--- src/rtl/mips_rf_pkg.sv ---
// Shared register-file constants and the write-command record used by the
// writeback arbiter and its one-hot decoder.
package mips_rf_pkg;

   localparam int REG_ADDR_W = 5;
   localparam int NUM_REGS   = 32;
   localparam int DATA_W     = 32;

   localparam logic [REG_ADDR_W-1:0] REG_ZERO = 5'd0;

   typedef struct packed {
      logic                  en;
      logic [REG_ADDR_W-1:0] addr;
      logic [DATA_W-1:0]     data;
   } rf_wr_cmd_t;

endpackage

--- src/rtl/rf_onehot_decoder.sv ---
// 5-to-32 register select decoder: output bit k is set when sel == k.
module rf_onehot_decoder
   import mips_rf_pkg::*;
(
   input  logic [REG_ADDR_W-1:0] sel,
   output logic [NUM_REGS-1:0]   onehot
);

   genvar gi;
   generate
      for (gi = 0; gi < NUM_REGS; gi++) begin : g_dec
         assign onehot[gi] = (sel == REG_ADDR_W'(gi));
      end
   endgenerate

endmodule

--- src/rtl/rf_write_arbiter.sv ---
// Round-robin arbiter for the single register-file write port; grants one
// writeback source per cycle and issues a registered write command.
module rf_write_arbiter
   import mips_rf_pkg::*;
#(
   parameter int N_REQ = 4,
   parameter int CNT_W = 16
)
(
   input  logic                        clk,
   input  logic                        reset,
   input  logic [N_REQ-1:0]            req_valid,
   input  logic [N_REQ*REG_ADDR_W-1:0] req_addr,
   input  logic [N_REQ*DATA_W-1:0]     req_data,
   output logic [N_REQ-1:0]            req_ready,
   input  logic                        rf_stall,
   output logic                        wr_en,
   output logic [REG_ADDR_W-1:0]       wr_addr,
   output logic [DATA_W-1:0]           wr_data,
   output logic [NUM_REGS-1:0]         wr_onehot,
   output logic [$clog2(N_REQ)-1:0]    grant_id,
   output logic [CNT_W-1:0]            contention_cnt
);

   localparam int ID_W = $clog2(N_REQ);
   localparam int SW   = ID_W + 1;

   logic [REG_ADDR_W-1:0] addr_arr [N_REQ];
   logic [DATA_W-1:0]     data_arr [N_REQ];

   genvar gi;
   generate
      for (gi = 0; gi < N_REQ; gi++) begin : g_unpack
         assign addr_arr[gi] = req_addr[gi*REG_ADDR_W +: REG_ADDR_W];
         assign data_arr[gi] = req_data[gi*DATA_W +: DATA_W];
      end
   endgenerate

   logic [ID_W-1:0]       rr_ptr_reg, rr_ptr_next;
   rf_wr_cmd_t            cmd_reg, cmd_next;
   logic [NUM_REGS-1:0]   onehot_reg, onehot_next;
   logic [ID_W-1:0]       grant_id_reg, grant_id_next;
   logic [CNT_W-1:0]      cnt_reg, cnt_next;

   logic                  gnt_found;
   logic [ID_W-1:0]       gnt_idx;
   logic [SW-1:0]         scan_sum;
   logic [SW-1:0]         ptr_sum;
   logic [N_REQ-1:0]      ready;
   logic [REG_ADDR_W-1:0] sel_addr;
   logic [NUM_REGS-1:0]   sel_onehot;

   // Scan from rr_ptr with wrap; reset and stall both suppress every grant.
   always_comb begin
      gnt_found = 1'b0;
      gnt_idx   = '0;
      scan_sum  = '0;
      ready     = '0;
      if (!reset && !rf_stall) begin
         for (int k = 0; k < N_REQ; k++) begin
            scan_sum = {1'b0, rr_ptr_reg} + SW'(k);
            if (scan_sum >= SW'(N_REQ))
               scan_sum = scan_sum - SW'(N_REQ);
            if (!gnt_found && req_valid[scan_sum[ID_W-1:0]]) begin
               gnt_found = 1'b1;
               gnt_idx   = scan_sum[ID_W-1:0];
            end
         end
      end
      if (gnt_found)
         ready[gnt_idx] = 1'b1;
   end

   assign sel_addr = addr_arr[gnt_idx];

   rf_onehot_decoder u_dec (
      .sel    (sel_addr),
      .onehot (sel_onehot)
   );

   always_comb begin
      cmd_next      = cmd_reg;
      cmd_next.en   = 1'b0;
      onehot_next   = '0;
      grant_id_next = grant_id_reg;
      rr_ptr_next   = rr_ptr_reg;
      cnt_next      = cnt_reg;
      ptr_sum       = {1'b0, gnt_idx} + SW'(1);
      if (gnt_found) begin
         // Writes to $0 are consumed but never reach the register file.
         cmd_next.addr = sel_addr;
         cmd_next.data = data_arr[gnt_idx];
         cmd_next.en   = (sel_addr != REG_ZERO);
         onehot_next   = (sel_addr != REG_ZERO) ? sel_onehot : '0;
         grant_id_next = gnt_idx;
         rr_ptr_next   = (ptr_sum >= SW'(N_REQ)) ? '0 : ptr_sum[ID_W-1:0];
      end
      if ((|(req_valid & ~ready)) && (cnt_reg != '1))
         cnt_next = cnt_reg + CNT_W'(1);
   end

   always_ff @(posedge clk) begin
      if (reset) begin
         rr_ptr_reg   <= '0;
         cmd_reg      <= '0;
         onehot_reg   <= '0;
         grant_id_reg <= '0;
         cnt_reg      <= '0;
      end else begin
         rr_ptr_reg   <= rr_ptr_next;
         cmd_reg      <= cmd_next;
         onehot_reg   <= onehot_next;
         grant_id_reg <= grant_id_next;
         cnt_reg      <= cnt_next;
      end
   end

   assign req_ready      = ready;
   assign wr_en          = cmd_reg.en;
   assign wr_addr        = cmd_reg.addr;
   assign wr_data        = cmd_reg.data;
   assign wr_onehot      = onehot_reg;
   assign grant_id       = grant_id_reg;
   assign contention_cnt = cnt_reg;

endmodule
--- config.mk ---
export PLATFORM = sky130hd
export DESIGN_NAME = rf_write_arbiter
export DESIGN_NICKNAME = d
export VERILOG_FILES = /design/src/rtl/mips_rf_pkg.sv /design/src/rtl/rf_onehot_decoder.sv /design/src/rtl/rf_write_arbiter.sv
export SDC_FILE = /design/constraint.sdc
export NUM_CORES = 1
export LEC_CHECK = 0
export ABC_AREA = 1
export CAP_MARGIN = 30
export CORE_ASPECT_RATIO = 0.7
export CORE_MARGIN = 2
export CORE_UTILIZATION = 39
export CTS_BUF_LIST = sky130_fd_sc_hd__clkbuf_4 sky130_fd_sc_hd__clkbuf_8
export CTS_CLUSTER_DIAMETER = 80
export CTS_CLUSTER_SIZE = 16
export DETAILED_ROUTE_END_ITERATION = 6
export PLACE_DENSITY = 0.8
export SYNTH_ARGS = -nofsm -noshare
export SYNTH_HDL_FRONTEND = slang
export SYNTH_HIERARCHICAL = 1
export SYNTH_SLANG_ARGS = --single-unit
--- constraint.sdc ---
create_clock -name clk -period 2.5 [get_ports clk]
set_input_delay 0.375 -clock clk [delete_from_list [all_inputs] [get_ports clk]]
set_output_delay 0.375 -clock clk [all_outputs]
set_load 0.05 [all_outputs]
* After elaboration in Yosys (flattened, before gate mapping) *
Cells that the tools add are included.

word-level totals
  bits of input ports = 155
  register bits = 90

cells by class
  magnitude comparators = 12
  equal/unequal tests = 32
  bitwise logic cells = 5
  reduce and logical (&&, ||, !) cells = 16
  $add $sub $neg = 9
  mux-type cells = 39

operators with widths
  operator                                                  count
  equality test 5 bit, second input constant                16
  binary-select mux 32 bit (select 2 bit)                   1
  two-way mux 32 bit                                        2
  equality test 5 x 4 -> 1 bit, second input constant       8
  two-way mux 2 bit                                         14
  equality test 5 x 3 -> 1 bit, second input constant       4
  adder 16 x 1 -> 16 bit, second input constant             1
  inequality test 16 bit, second input constant             1
  greater-or-equal comparator 3 bit, second input constant  5
  < comparator 2 x 3 -> 1 bit, second input constant        5
  two-way mux 1 bit                                         13
  binary-select mux 5 bit (select 2 bit)                    1
  equality test 5 x 2 -> 1 bit, second input constant       2
  two-way mux 5 bit                                         2
  binary-select mux 1 bit (select 2 bit)                    4
  subtractor 2 x 1 -> 2 bit, second input constant          4
  adder 2 x 1 -> 3 bit, second input constant               2
  adder 2 x 2 -> 3 bit, second input constant               2
  logical AND 1 bit                                         6
  equality test 5 x 1 -> 1 bit, second input constant       1
  zero test 1 bit                                           5
  zero test 5 bit                                           1
  nonzero test 5 bit                                        1
  AND 4 bit                                                 1
  other kinds (10)                                          11

* Longest topological paths before layout *
  depth in word-level cells = 28
  depth in mapped cells = 21

* Modules after synthesis *
Netlist, hierarchy kept.

modules (own cells, without submodules)
  module             times used  area an instance (um^2)  cells an instance
  rf_write_arbiter   1           5006.1                   675
  rf_onehot_decoder  1           269.0                    65

* Worst setup path before layout *
Ideal clock, no wire load.

  path kind = flip-flop to output port
  start point = register rr_ptr_reg[0]
  end point = output req_ready[0]
  buffers on the path = 4
  cell stages (with the launch flop) = 16
  data required time = 2125 ps
  path slack = -334 ps
  arrival time = 2459 ps
  cells stage by stage = dfxtp_1 > buf_6 > nand2_4 > nand2_4 > nand2_1 > nand2_1 > nor2_1 > nor2_1 > nand2_4 > nand3_4 > buf_6 > buf_2 > buf_2 > ha_1 > inv_1 > nor2_1

between the ends
  longest elaborated chain between the ends = 24
  elaborated cells between the ends (all ways) = 52

ends and longest elaborated chain
  what                                                                                                                    line                                            RTL
  start, declared                                                                                                         rf_write_arbiter.sv:39                          logic [ID_W-1:0] rr_ptr_reg, rr_ptr_next;
  start signal, assigned                                                                                                  rf_write_arbiter.sv:110                         rr_ptr_reg <= rr_ptr_next;
  greater-or-equal comparator 2 x 3 -> 1 bit / subtractor 2 x 1 -> 2 bit (equally long branches)                          rf_write_arbiter.sv:62, rf_write_arbiter.sv:63
  two-way mux 2 bit                                                                                                       rf_write_arbiter.sv:62                          if (scan_sum >= SW'(N_REQ))
  two-way mux 2 bit                                                                                                       rf_write_arbiter.sv:59                          if (!reset && !rf_stall) begin
  binary-select mux 1 bit (select 2 bit)                                                                                  rf_write_arbiter.sv:64                          if (!gnt_found && req_valid[scan_sum[ID_W-1:0]]) begin
  two-way mux 1 bit (not written as such)                                                                                 rf_write_arbiter.sv:64
  two-way mux 1 bit                                                                                                       rf_write_arbiter.sv:64
  two-way mux 1 bit                                                                                                       rf_write_arbiter.sv:59
  zero test 1 bit                                                                                                         rf_write_arbiter.sv:64
  (+8 left out)                                                                                                           -
  logical AND 1 bit                                                                                                       rf_write_arbiter.sv:64
  two-way mux 2 bit                                                                                                       rf_write_arbiter.sv:64
  two-way mux 2 bit                                                                                                       rf_write_arbiter.sv:59
  < comparator 2 x 3 -> 1 bit (not written as such) / greater-or-equal comparator 2 x 1 -> 1 bit (equally long branches)  rf_write_arbiter.sv:71                          ready[gnt_idx] = 1'b1;
  logical AND 1 bit (not written as such)                                                                                 rf_write_arbiter.sv:71
  two-way mux 1 bit (not written as such)                                                                                 rf_write_arbiter.sv:71
  demux 1 bit (select 2 bit)                                                                                              rf_write_arbiter.sv:71
  two-way mux 4 bit (*)                                                                                                   rf_write_arbiter.sv:70                          if (gnt_found)
  end, declared                                                                                                           rf_write_arbiter.sv:15                          output logic [N_REQ-1:0] req_ready,

Mark *: on every way between the ends. The rest lies on a longest branch, timed or not. The select of a mux whose other input is x is not followed.

* Final worst setup path *
Same ends and word-level chain as after synthesis.

==> impl_metrics.py <==
metrics = {
    "outcome": {
        "status": "finished with violations",
        "violations": "setup timing",
    },
    "clocking": {
        "cts_tree": "built",
        "h-tree-depth": 3,
        "clock_latency_ps": 370,
        "cts_buffers": 9,
        "clk_pin_slew_ps": 110,
        "root_buffer": "clkbuf_8",
        "clockBufferDepth": 2,
        "cts.sinks": 90,
    },
    "synth": {
        "yosys.cell_types.count": 38,
        "yosysTopAreaCellShare": 0.342,
        "ys_async_sr_fraction": 0,
        "synth_edf_count": 0,
        "synth_top_area_cell": "dfxtp_1",
        "synth_area_per_cell_sq_um": 7.13,
        "ys.flop_type": "dfxtp_1",
        "ys_warn_count": 6,
        "syn_inst": 740,
        "syn_area_sq_um": 5280,
        "synth_seq_cells": 90,
        "yosysSeqAreaShare": 0.342,
        "synth_area_leaders": "dfxtp_1, nand2_1, inv_1, o21ai_0, a21oi_1",
        "mappedNetlistNets": 900,
    },
    "routing": {
        "drc": 0,
        "postRouteWirelength_mm": 19.8,
        "num_vias": 6173,
        "first_pass_iters": 5,
        "wl_met1_mm": 8.46,
        "highest_layer": "met4",
        "wl_per_cell_microns": 16.2,
        "met3_length_mm": 1.62,
        "avgViaCountPerCell": 5.05,
        "drt-initial-drc-count": 301,
        "dr_wl_met2_mm": 9.24,
        "ant_nets": 0,
    },
    "power": {
        "leakagePower_nw": 3.67,
        "ir_worst_vdd_uv": 296,
        "power_density_nw_per_um2": 545,
        "total_power_mw": 5.05,
    },
    "floorplan": {
        "die_y_microns": 101,
        "core_area_sq_um": 13200,
        "die_x_microns": 143,
        "initial_core_util": 0.400,
        "rows": 35,
        "boundaryPins": 247,
        "dieArea_sq_um": 14500,
    },
    "critical_path": {
        "path_cells": "buf_6 -> nand2_4 -> nand3_4 -> nand2_4 -> nor2_8 -> nand3_2 -> nand2_2 -> inv_2 -> nand2_4 -> buf_6 -> ha_4 -> inv_4 -> buf_6 -> nor2_4 -> buf_12",
        "cp.required_ps": 2120,
        "path_class": "flop to output pin",
        "worst-path-max-fanout": 7,
        "slowest_delay_ps": 440,
        "cpMaxStageDelayCell": "dfxtp_4",
        "endpoint_kind": "output pin",
        "critPathLaunchType": "flop",
        "crit_arrival_ps": 2220,
    },
    "layout": {
        "final_core_util": 0.702,
        "multi_input_area_sq_um": 3210,
        "n_fill_cell": 1106,
        "nNetsFinal": 1192,
        "diodes": 0,
        "area_delta_synth_final_pct": 75.4,
        "stdcell_count": 1222,
        "layout_commonest_cell": "clkdlybuf4s50_1",
        "final_cell_mix": "clkdlybuf4s50_1, nand2_1, dfxtp_1",
        "regArea_sq_um": 1810,
        "layout-drive-gt1-share": 0.258,
    },
    "grt": {
        "grt_max_degree": 48,
        "grt_pass1_wl_mm": 29.7,
        "track_usage": 0.261,
        "grt_pass1_vias": 5885,
        "antenna_found_initial": 0,
        "gr-total-overflow": 0,
    },
    "timing": {
        "slew_viol_final": 0,
        "maxSlewHeadroom": 0.624,
        "fmax_mhz": 385,
        "tightest_slew_ps": 563,
        "setup_violations": 43,
        "tns_ps": -2500,
        "fin_ws_ps": -97.2,
        "grt_setup_unrepaired": "true",
        "skew_ps": 16.4,
        "hold_slack_ps": 472,
        "finalHoldViolations": 0,
        "fin_crit_ps": 2600,
        "final.period_utilization": 1.04,
    },
    "flow_run": {
        "maxCapViolCount": 0,
    },
    "place": {
        "dp_hpwl_mm": 14.1,
        "dp.cells": 1181,
        "port_buffers": 246,
        "gp_congestion": 0.911,
    },
    "hold_path": {
        "hp-class": "flop to flop",
    },
}
-- metal layers --
layer / vias up / GRT usage
met4: 0 / 0.0845
met2: 253 / 0.430
met1: 2855 / 0.328
met5: - / 0
met3: 34 / 0.0837
li1: 3031 / -
-- cells in the mapped netlist (2+ instances only) --
library cell    n
a21oi_1        47
nor3_1         18
buf_2          20
nand2_2        15
o21ai_1         4
xor2_1         10
nor2_1         52
nand4_1        12
clkbuf_1       17
xnor2_1         4
buf_6           8
nor2_2         29
dfxtp_1        90
o211ai_1       14
a21oi_2        10
o21ai_0        52
nand3_4         2
or2_0           8
nor4_1          4
a31o_2         13
o21bai_1       17
nand2_4         7
nand3_1        42
inv_2           8
inv_1          78
nand2_1       120
ha_1            5
nand3_2         4
a31oi_1        16
or2_2           6
-- worst max-delay path, delay by kind of cell (launching register included) --
kind                       cells  cell delay, ps
DFF                            1             440
buffers and inverters          6             560
and+or+nand+nor                8             720
adders and majority gates      1             130
-- cells by family (layout without fill, tap and decap cells) --
group           after synthesis  count (layout)  synth area share
xor+xnor                     14              14            0.0232
flops                        90              90             0.342
buf+inv                     133             429             0.114
fa+ha+maj                     5               5            0.0119
simple gates                322             323             0.304
compound gates              176             176             0.206
-- repair_timing --
item,4_1_cts,5_1_grt
cloned,4,3
gates resized for setup,61,59
pin swaps,28,19
hold endpoints to repair,0,0
hold buffers,0,0
endpoints found under the setup margin,50,71
buffers inserted,22,3
-- report_power, final --
group          internal (mW)  switching (mW)
Clock                  0.398           0.626
Sequential              1.55          0.0696
Combinational           1.05            1.36
Total                   2.99            2.06
-- stage by stage --
step	worst slack, ps	area [sq um]
finish	-97.2	9250
global route	-210	9250
CTS	-99.0	9010
detailed placement	-483	8370
global placement	-404	8370
floorplan	17.8	5380
-- final timing paths --
check	startpoint	endpoint	slack [ps]	cells past startpoint
min	grant_id[0]	grant_id[0]	470	2
max	rr_ptr_reg[0]	req_ready[0]	-100	15
min reg2reg	grant_id[0]	grant_id[0]	470	2
max reg2reg	rr_ptr_reg[0]	wr_onehot[28]	-80	19
-- cell type report --
class / instances / share of cell area
Clock buffer: 9 / 0.0134
Clock inverter: 7 / 0.00825
Sequential cell: 90 / 0.196
Tap cell: 185 / 0.0250
Multi-Input combinational cell: 518 / 0.347
Timing Repair Buffer: 327 / 0.372
Inverter: 86 / 0.0387
Power figures use the tool's default switching activity.
